<file path="src/rtl/ppu_pkg.sv">
// ppu_pkg: definitions shared by the PPU per-scanline sprite logic.
//   - PPU mode encodings used by the sprite list (OAM scan, pixel transfer)
//   - MAX_LINE_SP: DMG hardware limit of sprites per scanline
//   - line_sp_entry_t: one stored sprite hit {sp_num, fine_y, x}
//   - sp_state_t: read-side fetch FSM states
package ppu_pkg;

  localparam logic [1:0] PPU_MODE_OAM  = 2'd2;
  localparam logic [1:0] PPU_MODE_XFER = 2'd3;

  localparam int MAX_LINE_SP = 10;
  localparam int SP_IDX_W    = 4;   // enough to index MAX_LINE_SP entries
  localparam int SP_CNT_W    = 4;   // holds 0..MAX_LINE_SP

  typedef struct packed {
    logic [5:0] sp_num;
    logic [3:0] fine_y;
    logic [7:0] x;
  } line_sp_entry_t;

  typedef enum logic {
    SP_SEARCH = 1'b0,
    SP_REQ    = 1'b1
  } sp_state_t;

endpackage

</file>
<file path="src/rtl/line_sp_match.sv">
// line_sp_match: combinational lowest-index priority matcher.
// Finds the lowest entry index whose candidate bit is set and whose X
// equals the pipeline X.
// Ports:
//   cand    in  N      per-entry candidate (stored and not yet fetched)
//   entries in  N x    stored sprite entries
//   lx      in  X_W    pipeline X in OAM coordinates
//   hit     out 1      at least one candidate matches
//   idx     out IDX_W  lowest matching index (0 when no hit)
module line_sp_match
  import ppu_pkg::*;
#(
  parameter int N     = MAX_LINE_SP,
  parameter int X_W   = 8,
  parameter int IDX_W = SP_IDX_W
) (
  input  logic [N-1:0]     cand,
  input  line_sp_entry_t   entries [N],
  input  logic [X_W-1:0]   lx,
  output logic             hit,
  output logic [IDX_W-1:0] idx
);

  // Scan from the top down so the lowest matching index is written last
  // and therefore wins; that gives OAM order for sprites sharing an X.
  always_comb begin
    hit = 1'b0;
    idx = '0;
    for (int i = N - 1; i >= 0; i--) begin
      if (cand[i] && (entries[i].x == lx)) begin
        hit = 1'b1;
        idx = IDX_W'(i);
      end
    end
  end

endmodule

</file>
<file path="src/rtl/line_sp_list.sv">
// line_sp_list: per-scanline sprite list between OAM scan and the sprite
// fetcher.
// Write side (mode 2): captures up to MAX_SP hitting sprites in arrival
// order. Entering mode 2 clears the list; a write on that same cycle is
// kept as entry 0.
// Read side (mode 3, sprites enabled): when the pipeline presents an X that
// matches an unfetched entry, the lowest such entry is latched into the
// fetch outputs and a request is raised while the pipeline is stalled.
//
// Handshake: fetch_req is a valid-style request; while it is high,
// fetch_sp_num/fetch_fine_y are held stable. A cycle with fetch_req and
// fetch_ack both high completes the transfer, marks the entry consumed and
// drops fetch_req on the next cycle. fetch_ack without fetch_req is ignored.
// Leaving mode 3 or clearing sp_enable while requesting withdraws the
// request next cycle without consuming the entry.
//
// Ports:
//   clk, n_rst         clock, async active-low reset
//   mode               PPU mode (2 OAM scan, 3 pixel transfer)
//   sp_enable          LCDC sprite enable
//   list_write         store {sp_num, fine_y, sp_x} (mode 2 only)
//   sp_num/fine_y/sp_x sprite being written
//   lx, lx_valid       pipeline X and its valid strobe
//   fetch_req          request to the sprite fetcher
//   fetch_sp_num/fine_y  sprite to fetch, stable while fetch_req
//   fetch_ack          fetcher done with current request
//   sp_stall           freeze the pixel pipeline
//   sp_count           entries stored this line (0..MAX_SP)
//   fsm_state          read-side FSM state, for observation
module line_sp_list
  import ppu_pkg::*;
#(
  parameter int MAX_SP = MAX_LINE_SP,
  parameter int X_W    = 8
) (
  input  logic                clk,
  input  logic                n_rst,
  input  logic [1:0]          mode,
  input  logic                sp_enable,
  input  logic                list_write,
  input  logic [5:0]          sp_num,
  input  logic [3:0]          fine_y,
  input  logic [X_W-1:0]      sp_x,
  input  logic [X_W-1:0]      lx,
  input  logic                lx_valid,
  output logic                fetch_req,
  output logic [5:0]          fetch_sp_num,
  output logic [3:0]          fetch_fine_y,
  input  logic                fetch_ack,
  output logic                sp_stall,
  output logic [SP_CNT_W-1:0] sp_count,
  output sp_state_t           fsm_state
);

  logic [1:0]          mode_q;
  logic [SP_CNT_W-1:0] count;
  logic [MAX_SP-1:0]   valid;
  logic [MAX_SP-1:0]   consumed;
  line_sp_entry_t      entries [MAX_SP];
  logic [SP_IDX_W-1:0] fetch_idx;
  sp_state_t           state;
  sp_state_t           state_next;

  logic                clear;
  logic                wr_en;
  logic                xfer_en;
  logic                hit;
  logic [SP_IDX_W-1:0] hit_idx;
  logic                take;
  logic                consume;
  line_sp_entry_t      wr_entry;

  assign clear    = (mode_q != PPU_MODE_OAM) && (mode == PPU_MODE_OAM);
  assign wr_en    = list_write && (mode == PPU_MODE_OAM);
  assign xfer_en  = (mode == PPU_MODE_XFER) && sp_enable;
  assign wr_entry = '{sp_num: sp_num, fine_y: fine_y, x: 8'(sp_x)};

  line_sp_match #(
    .N     (MAX_SP),
    .X_W   (X_W),
    .IDX_W (SP_IDX_W)
  ) u_match (
    .cand    (valid & ~consumed),
    .entries (entries),
    .lx      (lx),
    .hit     (hit),
    .idx     (hit_idx)
  );

  // A match only launches a fetch while searching with a live pixel.
  assign take    = (state == SP_SEARCH) && xfer_en && hit && lx_valid;
  assign consume = (state == SP_REQ) && fetch_ack;

  // List storage: clear on entry into mode 2, append otherwise.
  always_ff @(posedge clk or negedge n_rst) begin
    if (!n_rst) begin
      mode_q   <= '0;
      count    <= '0;
      valid    <= '0;
      consumed <= '0;
      for (int i = 0; i < MAX_SP; i++) begin
        entries[i] <= '0;
      end
    end else begin
      mode_q <= mode;
      if (clear) begin
        valid    <= '0;
        consumed <= '0;
        count    <= wr_en ? SP_CNT_W'(1) : '0;
        if (wr_en) begin
          entries[0] <= wr_entry;
          valid[0]   <= 1'b1;
        end
      end else begin
        if (wr_en && (count < SP_CNT_W'(MAX_SP))) begin
          entries[count] <= wr_entry;
          valid[count]   <= 1'b1;
          count          <= count + SP_CNT_W'(1);
        end
        if (consume) begin
          consumed[fetch_idx] <= 1'b1;
        end
      end
    end
  end

  // Fetch FSM: state register and latched request payload.
  always_ff @(posedge clk or negedge n_rst) begin
    if (!n_rst) begin
      state        <= SP_SEARCH;
      fetch_idx    <= '0;
      fetch_sp_num <= '0;
      fetch_fine_y <= '0;
    end else begin
      state <= state_next;
      if (take) begin
        fetch_idx    <= hit_idx;
        fetch_sp_num <= entries[hit_idx].sp_num;
        fetch_fine_y <= entries[hit_idx].fine_y;
      end
    end
  end

  always_comb begin
    state_next = state;
    case (state)
      SP_SEARCH: if (take) state_next = SP_REQ;
      // An ack completes the fetch even if the mode changes on the same
      // cycle; otherwise losing mode 3 or sp_enable withdraws the request.
      SP_REQ:    if (fetch_ack || !xfer_en) state_next = SP_SEARCH;
      default:   state_next = SP_SEARCH;
    endcase
  end

  // The stall covers the match cycle itself so the pipeline holds at lx
  // before the request is even visible.
  assign fetch_req = (state == SP_REQ);
  assign sp_stall  = fetch_req || take;
  assign sp_count  = count;
  assign fsm_state = state;

endmodule

</file>
<file path="config.mk">
export PLATFORM = sky130hd
export DESIGN_NAME = line_sp_list
export DESIGN_NICKNAME = d
export VERILOG_FILES = /design/src/rtl/ppu_pkg.sv /design/src/rtl/line_sp_match.sv /design/src/rtl/line_sp_list.sv
export SDC_FILE = /design/constraint.sdc
export NUM_CORES = 1
export LEC_CHECK = 0
export ABC_AREA = 1
export CAP_MARGIN = 20
export CORE_ASPECT_RATIO = 1.1
export CORE_UTILIZATION = 51
export CTS_CLUSTER_SIZE = 25
export DETAILED_ROUTE_END_ITERATION = 16
export PLACE_DENSITY = 0.76
export SYNTH_ARGS = -nofsm -noshare
export SYNTH_HDL_FRONTEND = slang
export SYNTH_SLANG_ARGS = --single-unit
</file>
<file path="constraint.sdc">
create_clock -name clk -period 5.32 [get_ports clk]
set_input_delay 1.064 -clock clk [delete_from_list [all_inputs] [get_ports clk]]
set_output_delay 1.064 -clock clk [all_outputs]
set_load 0.05 [all_outputs]
</file>
==> flow_summary.ini, run 1 <==
[run_status]
result_of_the_run = finished clean

[timing]
fmax_mhz = 211
max-slew-margin-rel = 0.298
setup_viol = 0
post_layout_minimum_cycle_time_ns = 4.75
min_period_over_period = 0.892
drv_slew = 0
grt_setup_unrepaired = false
tightest_pin_transition_ns = 1.05
hold_slack_ns = 0.479
timing.final.hold_violations = 0
worst_setup_skew_after_layout_ns = 0.0198
final_tns_setup_ns = 0

[clock_tree]
tritoncts_num_sinks = 221
cts_buffers = 23
clock_insertion_delay_worst_skew_ns = 0.53
max-clock-path-buffers = 3
cts_max_level = 1
root_buffer_cell = sky130_fd_sc_hd__clkbuf_16
cts_tree = yes
cts_post_setup_buffers_inserted = 0
path_clk_slew_ns = 0.06
cts_hold_repair.buffers = 0
post_cts_resize_count = 0

[logic_synthesis]
synth-main-ff-cell = sky130_fd_sc_hd__dfrtp_1
syn_nets = 1434
synth.top_cell.area_share = 0.500
cell_variety_after_synth = 40
synth_area_sq_um = 11100
synth_top_cells_by_area = sky130_fd_sc_hd__dfrtp_1 (50%), sky130_fd_sc_hd__nand2_1 (13%), sky130_fd_sc_hd__o21ai_0 (9.5%)
ys_seq_area_frac = 0.500
number_of_enable_type_register_cells_in_the_synthesized_netlist = 0
synth.largest_area_cell = sky130_fd_sc_hd__dfrtp_1
ys_ff_latch = 221
syn-instance-count = 1396
yosys_warnings = 0
mean_instance_size_in_the_synthesized_netlist_sq_um = 7.92
asyncSetResetFlopFracSynth = 1.00
synth_most_common_cell = sky130_fd_sc_hd__nand2_1
ys_top_cells_by_count = sky130_fd_sc_hd__nand2_1 (382), sky130_fd_sc_hd__dfrtp_1 (221), sky130_fd_sc_hd__o21ai_0 (210)

[route]
wire_per_inst_microns = 17.7
viasPerCell = 5.54
detail_route.iter0.violations = 852
drc = 0
final_antenna_net_count = 0
detailroute.via_count = 9555
dr.pass1.iters = 5
wirelength_mm = 30.5

[floorplanning]
core.rowCount = 56
floorplan.die_area_sq_um = 22300
initial_utilization = 0.519
chipHeight_microns = 156
die_w_microns = 142
core_area_sq_um = 21300
ios = 51

[power_and_ir_drop]
power.static_leakage_nw = 5.97
internal_power_mw = 3.29
clock_power_share = 0.361
p_comb_frac = 0.183
p_per_area_nw_per_um2 = 375
net-switching-power_mw = 1.39
power.switching_fraction = 0.298
power.sequential.fraction = 0.456
ir_drop_uv = 237

[setup_path]
worst_path_fanout_max = 10
worst_setup_path_start_kind = input pin
critical_path.endpoint_type = output pin
worstPathRequired_ns = 4.26
cp_data_arrival_time_ns = 3.68
timing_worst_setup_path_type = in -> out

[global_routing]
use_met3 = 0.0419
gr-total-overflow = 0
grt_pass1_vias = 8775
gr-usage-all-layers = 0.287
groute.layer.met2.usage = 0.419
busiest_layer = met1
grt_pass1_wl_mm = 48.8
use_met1 = 0.438
initial_antenna_violation_count = 0
grt_max_degree = 135

[final_layout]
number_of_nets_in_the_layout = 1460
drive_gt1_frac = 0.0655
number_of_diodes_added_for_antenna_fixing = 0
syn_to_final_growth_pct = 12.8
layout.cells.non_filler = 1726

[placed_design]
final_weighted_congestion_in_routability_driven_placement = 0.954
hpwl_dp_mm = 20.3
placedCellCount = 1687
port_buffers = 50

[hold_path]
timing.hold.worst.class = reg -> reg

[run]
cap_viol_max_count = 0
==> registers in the layout, indices dropped and copies added (netlist names) <==
signal,count
consumed,10
entries,180
fetch_fine_y,4
fetch_idx,4
fetch_req,1
fetch_sp_num,6
mode_q,2
sp_count,4
valid,10
==> power by group through the flow <==
| stage | combinational [mW] | sequential [mW] | clock, mW |
|---|---|---|---|
| final | 0.855 | 2.13 | 1.69 |
| after global routing | 0.977 | 2.16 | 1.79 |
| after CTS | 0.848 | 2.13 | 1.71 |
| after detailed placement | 0.841 | 2.15 | 0 |
| after global placement | 0.827 | 2.14 | 0 |
| after floorplan | 0.571 | 2.12 | 0 |
==> final cells by class <==
type / count / area [sq um]
clock buffer: 34 / 667
clock inverter: 5 / 115
fill: 2003 / 8820
inverter: 160 / 601
multi-input combinational: 951 / 4560
sequential: 221 / 5530
tap: 290 / 363
timing repair buffer: 65 / 641
==> per-stage QoR <==
step	setup slack, ns	util	total power, mW	cell area (sq um)
after floorplan	1.32	-	2.69	11100
after detailed placement	0.666	0.549	3.00	11700
after global routing	0.440	0.586	4.93	12500
after CTS	0.649	0.586	4.69	12500
after global placement	0.750	0.549	2.97	11700
final	0.573	0.586	4.68	12500
==> worst paths after layout <==
kind	end	slack [ns]	depth (start not counted)	startpoint
setup / recovery	sp_stall	0.57	13	lx[6]
hold / removal	entries[124]	0.48	2	entries[124]
hold reg to reg	entries[124]	0.48	2	entries[124]
min in group asynchronous	fetch_sp_num[1]	0.65	1	n_rst
setup reg to reg	entries[17]	2.16	7	mode_q[0]
max in group asynchronous	entries[163]	3.59	2	n_rst
==> metal layers <==
layer / up-vias / wire length [microns]
met2: 398 / 13100
met4: 0 / 805
li1: 4543 / -
met1: 4559 / 14100
met3: 55 / 2460
met5: - / 0
==> logic make-up after synthesis <==
| logic type | after synthesis | synth area share |
|---|---|---|
| AND/OR/NAND/NOR | 666 | 0.267 |
| AO/OA/AOI/OAI | 258 | 0.122 |
| buffers and inverters | 224 | 0.0882 |
| flip-flops | 221 | 0.500 |
| XOR/XNOR | 23 | 0.0182 |
| adder cells (fa/ha/maj) | 4 | 0.00452 |
==> placed cells by master (no fill, tap or decap), types with 4 or more instances in the layout <==
cell | synthesis | routed
sky130_fd_sc_hd__nand3_1 | 105 | 104
sky130_fd_sc_hd__a21oi_1 | 23 | 23
sky130_fd_sc_hd__clkbuf_1 | 32 | 6
sky130_fd_sc_hd__or2_2 | 12 | 12
sky130_fd_sc_hd__buf_4 | 8 | 14
sky130_fd_sc_hd__xor2_1 | 14 | 14
sky130_fd_sc_hd__nor3b_1 | 8 | 8
sky130_fd_sc_hd__nor2_1 | 74 | 74
sky130_fd_sc_hd__nand2_1 | 382 | 382
sky130_fd_sc_hd__dfrtp_1 | 221 | 221
sky130_fd_sc_hd__nand2_2 | 5 | 5
sky130_fd_sc_hd__xnor2_1 | 9 | 9
sky130_fd_sc_hd__or2_1 | 5 | 5
sky130_fd_sc_hd__ha_1 | 4 | 4
sky130_fd_sc_hd__nor3_1 | 10 | 10
sky130_fd_sc_hd__clkbuf_8 | 0 | 5
sky130_fd_sc_hd__o21ai_0 | 210 | 210
sky130_fd_sc_hd__nand4_1 | 18 | 18
sky130_fd_sc_hd__o21ai_1 | 4 | 4
sky130_fd_sc_hd__o22ai_1 | 6 | 6
sky130_fd_sc_hd__nor4_1 | 10 | 10
sky130_fd_sc_hd__clkbuf_16 | 0 | 23
sky130_fd_sc_hd__a21oi_2 | 7 | 7
sky130_fd_sc_hd__clkdlybuf4s50_1 | 0 | 48
sky130_fd_sc_hd__inv_1 | 148 | 148
sky130_fd_sc_hd__nand3b_1 | 24 | 24
sky130_fd_sc_hd__inv_2 | 12 | 12
==> worst max-delay path: stages <==
cell and delay [ns]:
sky130_fd_sc_hd__clkdlybuf4s50_1 0.93, sky130_fd_sc_hd__inv_1 0.25, sky130_fd_sc_hd__nand2_1 0.14, sky130_fd_sc_hd__nand2_1 0.05, sky130_fd_sc_hd__nor4_1 0.28, sky130_fd_sc_hd__nand4_1 0.15
sky130_fd_sc_hd__nand2_1 0.14, sky130_fd_sc_hd__nor2_1 0.08, sky130_fd_sc_hd__nand4_1 0.12, sky130_fd_sc_hd__and2_1 0.16, sky130_fd_sc_hd__inv_1 0.06, sky130_fd_sc_hd__nand2_1 0.10
sky130_fd_sc_hd__buf_12 0.14
No activity file was read; power rests on OpenSTA's default activity.
==> run 2: changes to the inputs <==
clock period = 6 ns   (was 5.32 ns; I/O delays follow)
==> flow_summary.ini, run 2 (synthesized netlist as in run 1, its figures left out) <==
[timing]
worst_setup_skew_after_layout_ns = 0.0160
post_layout_minimum_cycle_time_ns = 4.97
min_period_over_period = 0.828
grt_setup_unrepaired = false
drv_slew = 0
final_tns_setup_ns = 0
max-slew-margin-rel = 0.259
timing.final.hold_violations = 0
setup_viol = 0
fmax_mhz = 201
final.setup.worst_slack_ns = 1.03
tightest_pin_transition_ns = 1.11

[global_routing]
initial_antenna_violation_count = 0
gr-total-overflow = 0
grt_max_degree = 120
grt_pass1_wl_mm = 49.0
grt_pass1_vias = 8748
gr-usage-all-layers = 0.290

[run]
cap_viol_max_count = 0

[power_and_ir_drop]
power.sequential.fraction = 0.456
totalPowerFinal_mw = 4.16
clock_power_share = 0.364
internal_power_mw = 2.91
net-switching-power_mw = 1.25
ir_drop_uv = 206
p_comb_frac = 0.180
power.switching_fraction = 0.301
power.static_leakage_nw = 5.99
p_per_area_nw_per_um2 = 333

[setup_path]
timing_worst_setup_path_type = in -> out
setup.worst_path.start = lx[6]
regToRegEndpoint = entries[125]
worstReg2RegStart = mode_q[0]
worstRegToRegCells = 5
reg2reg_setup_slack_ns = 2.61
critical_path.endpoint_type = output pin
worst_path_fanout_max = 10
setup.worst_path.end = sp_stall
cp_data_arrival_time_ns = 3.77
worst_setup_path_start_kind = input pin
worstPathRequired_ns = 4.80

[clock_tree]
cts_buffers = 24
clock_insertion_delay_worst_skew_ns = 0.53
cts_hold_repair.buffers = 0
cts_max_level = 1
post_cts_resize_count = 0
path_clk_slew_ns = 0.06
cts_post_setup_buffers_inserted = 0
cts_tree = yes
tritoncts_num_sinks = 221
max-clock-path-buffers = 3
root_buffer_cell = sky130_fd_sc_hd__clkbuf_16

[route]
viasPerCell = 5.48
dr.pass1.iters = 6
wire_per_inst_microns = 17.8
detail_route.iter0.violations = 825
wirelength_mm = 30.9
drc = 0
final_antenna_net_count = 0
detailroute.via_count = 9492

[floorplanning]
core.rowCount = 56
core_area_sq_um = 21300
chipHeight_microns = 156
ios = 51
initial_utilization = 0.519
die_w_microns = 142
floorplan.die_area_sq_um = 22300

[final_layout]
syn_to_final_growth_pct = 13.0
number_of_diodes_added_for_antenna_fixing = 0
final_cell_mix = sky130_fd_sc_hd__nand2_1 (382), sky130_fd_sc_hd__dfrtp_1 (221), sky130_fd_sc_hd__o21ai_0 (210), sky130_fd_sc_hd__inv_1 (148), sky130_fd_sc_hd__nand3_1 (104)
number_of_nets_in_the_layout = 1461
most_common_cell_after_layout_fill_and_taps_aside = sky130_fd_sc_hd__nand2_1
largest-register = entries
drive_gt1_frac = 0.0701
largest_register_ffs = 180
top_regs = entries (180), consumed (10), valid (10)

[placed_design]
dpl_ws_ns = 1.08
final_weighted_congestion_in_routability_driven_placement = 0.954
port_buffers = 50
hpwl_dp_mm = 20.6

[run_status]
result_of_the_run = finished clean

[hold_path]
timing.hold.worst.class = reg -> reg
[run 2: cell types whose count changed in the layout (fill, tap and decap cells not counted)]
| cell | previous run | this run |
|---|---|---|
| sky130_fd_sc_hd__clkbuf_1 | 6 | 4 |
| sky130_fd_sc_hd__clkinv_2 | 1 | 4 |
| sky130_fd_sc_hd__inv_16 | 1 | 0 |
| sky130_fd_sc_hd__buf_4 | 14 | 15 |
| sky130_fd_sc_hd__buf_12 | 2 | 1 |
| sky130_fd_sc_hd__clkbuf_16 | 23 | 24 |
| sky130_fd_sc_hd__inv_6 | 0 | 1 |
| sky130_fd_sc_hd__inv_8 | 0 | 1 |
| sky130_fd_sc_hd__clkinv_8 | 0 | 1 |
| sky130_fd_sc_hd__clkinvlp_4 | 0 | 2 |
| sky130_fd_sc_hd__bufinv_16 | 3 | 2 |
[run 2: worst min path at each step]
stage / startpoint / end / slack [ns] / cells past startpoint
2_1_floorplan: entries[116] / entries[116] / 0.44 / 2
5_1_grt: entries[160] / entries[160] / 0.50 / 2
4_1_cts: entries[118] / entries[118] / 0.48 / 2
3_5_place_dp: entries[118] / entries[118] / 0.47 / 2
3_3_place_gp: entries[152] / entries[152] / 0.46 / 2
6_report: entries[160] / entries[160] / 0.48 / 2
[run 2: metal layers]
metal / part of all wire / wire [microns] / up-vias / GRT usage
met5: 0 / 0 / - / 0
met4: 0.020 / 621 / 0 / 0.0717
met2: 0.44 / 13700 / 398 / 0.445
met1: 0.46 / 14300 / 4488 / 0.433
met3: 0.075 / 2300 / 50 / 0.0367
li1: - / - / 4556 / -
[run 2: layout make-up]
class	instances	area [sq um]
fill	1972	8800
sequential	221	5530
multi-input combinational	951	4560
clock buffer	33	684
timing repair buffer	65	628
inverter	160	601
tap	290	363
clock inverter	11	131
[run 2: power by group through the flow]
stage / Sequential [mW] / Combinational [mW] / Clock [mW]
final: 1.90 / 0.749 / 1.51
after detailed placement: 1.91 / 0.737 / 0
after floorplan: 1.88 / 0.506 / 0
after CTS: 1.89 / 0.745 / 1.53
after global routing: 1.92 / 0.852 / 1.59
after global placement: 1.91 / 0.724 / 0
[run 2: stage by stage]
stage / hold slack [ns] / cell area [sq um] / utilization / cells
2_1_floorplan: 0.444 / 11100 / - / 1396
3_3_place_gp: 0.457 / 11700 / 0.549 / 1687
3_5_place_dp: 0.465 / 11700 / 0.549 / 1687
4_1_cts: 0.481 / 12500 / 0.587 / 1731
5_1_grt: 0.501 / 12500 / 0.587 / 1731
6_report: 0.479 / 12500 / 0.587 / 1731
[run 2: worst max-delay path: stages]
cell                              delay (ns)
sky130_fd_sc_hd__clkdlybuf4s50_1        0.93
sky130_fd_sc_hd__inv_1                  0.23
sky130_fd_sc_hd__a221oi_1               0.31
sky130_fd_sc_hd__nand3_1                0.14
sky130_fd_sc_hd__o21a_1                 0.22
sky130_fd_sc_hd__nand3_2                0.12
sky130_fd_sc_hd__inv_2                  0.05
sky130_fd_sc_hd__nand4_1                0.11
sky130_fd_sc_hd__and2_1                 0.16
sky130_fd_sc_hd__inv_1                  0.05
sky130_fd_sc_hd__nand2_1                0.10
sky130_fd_sc_hd__buf_12                 0.14
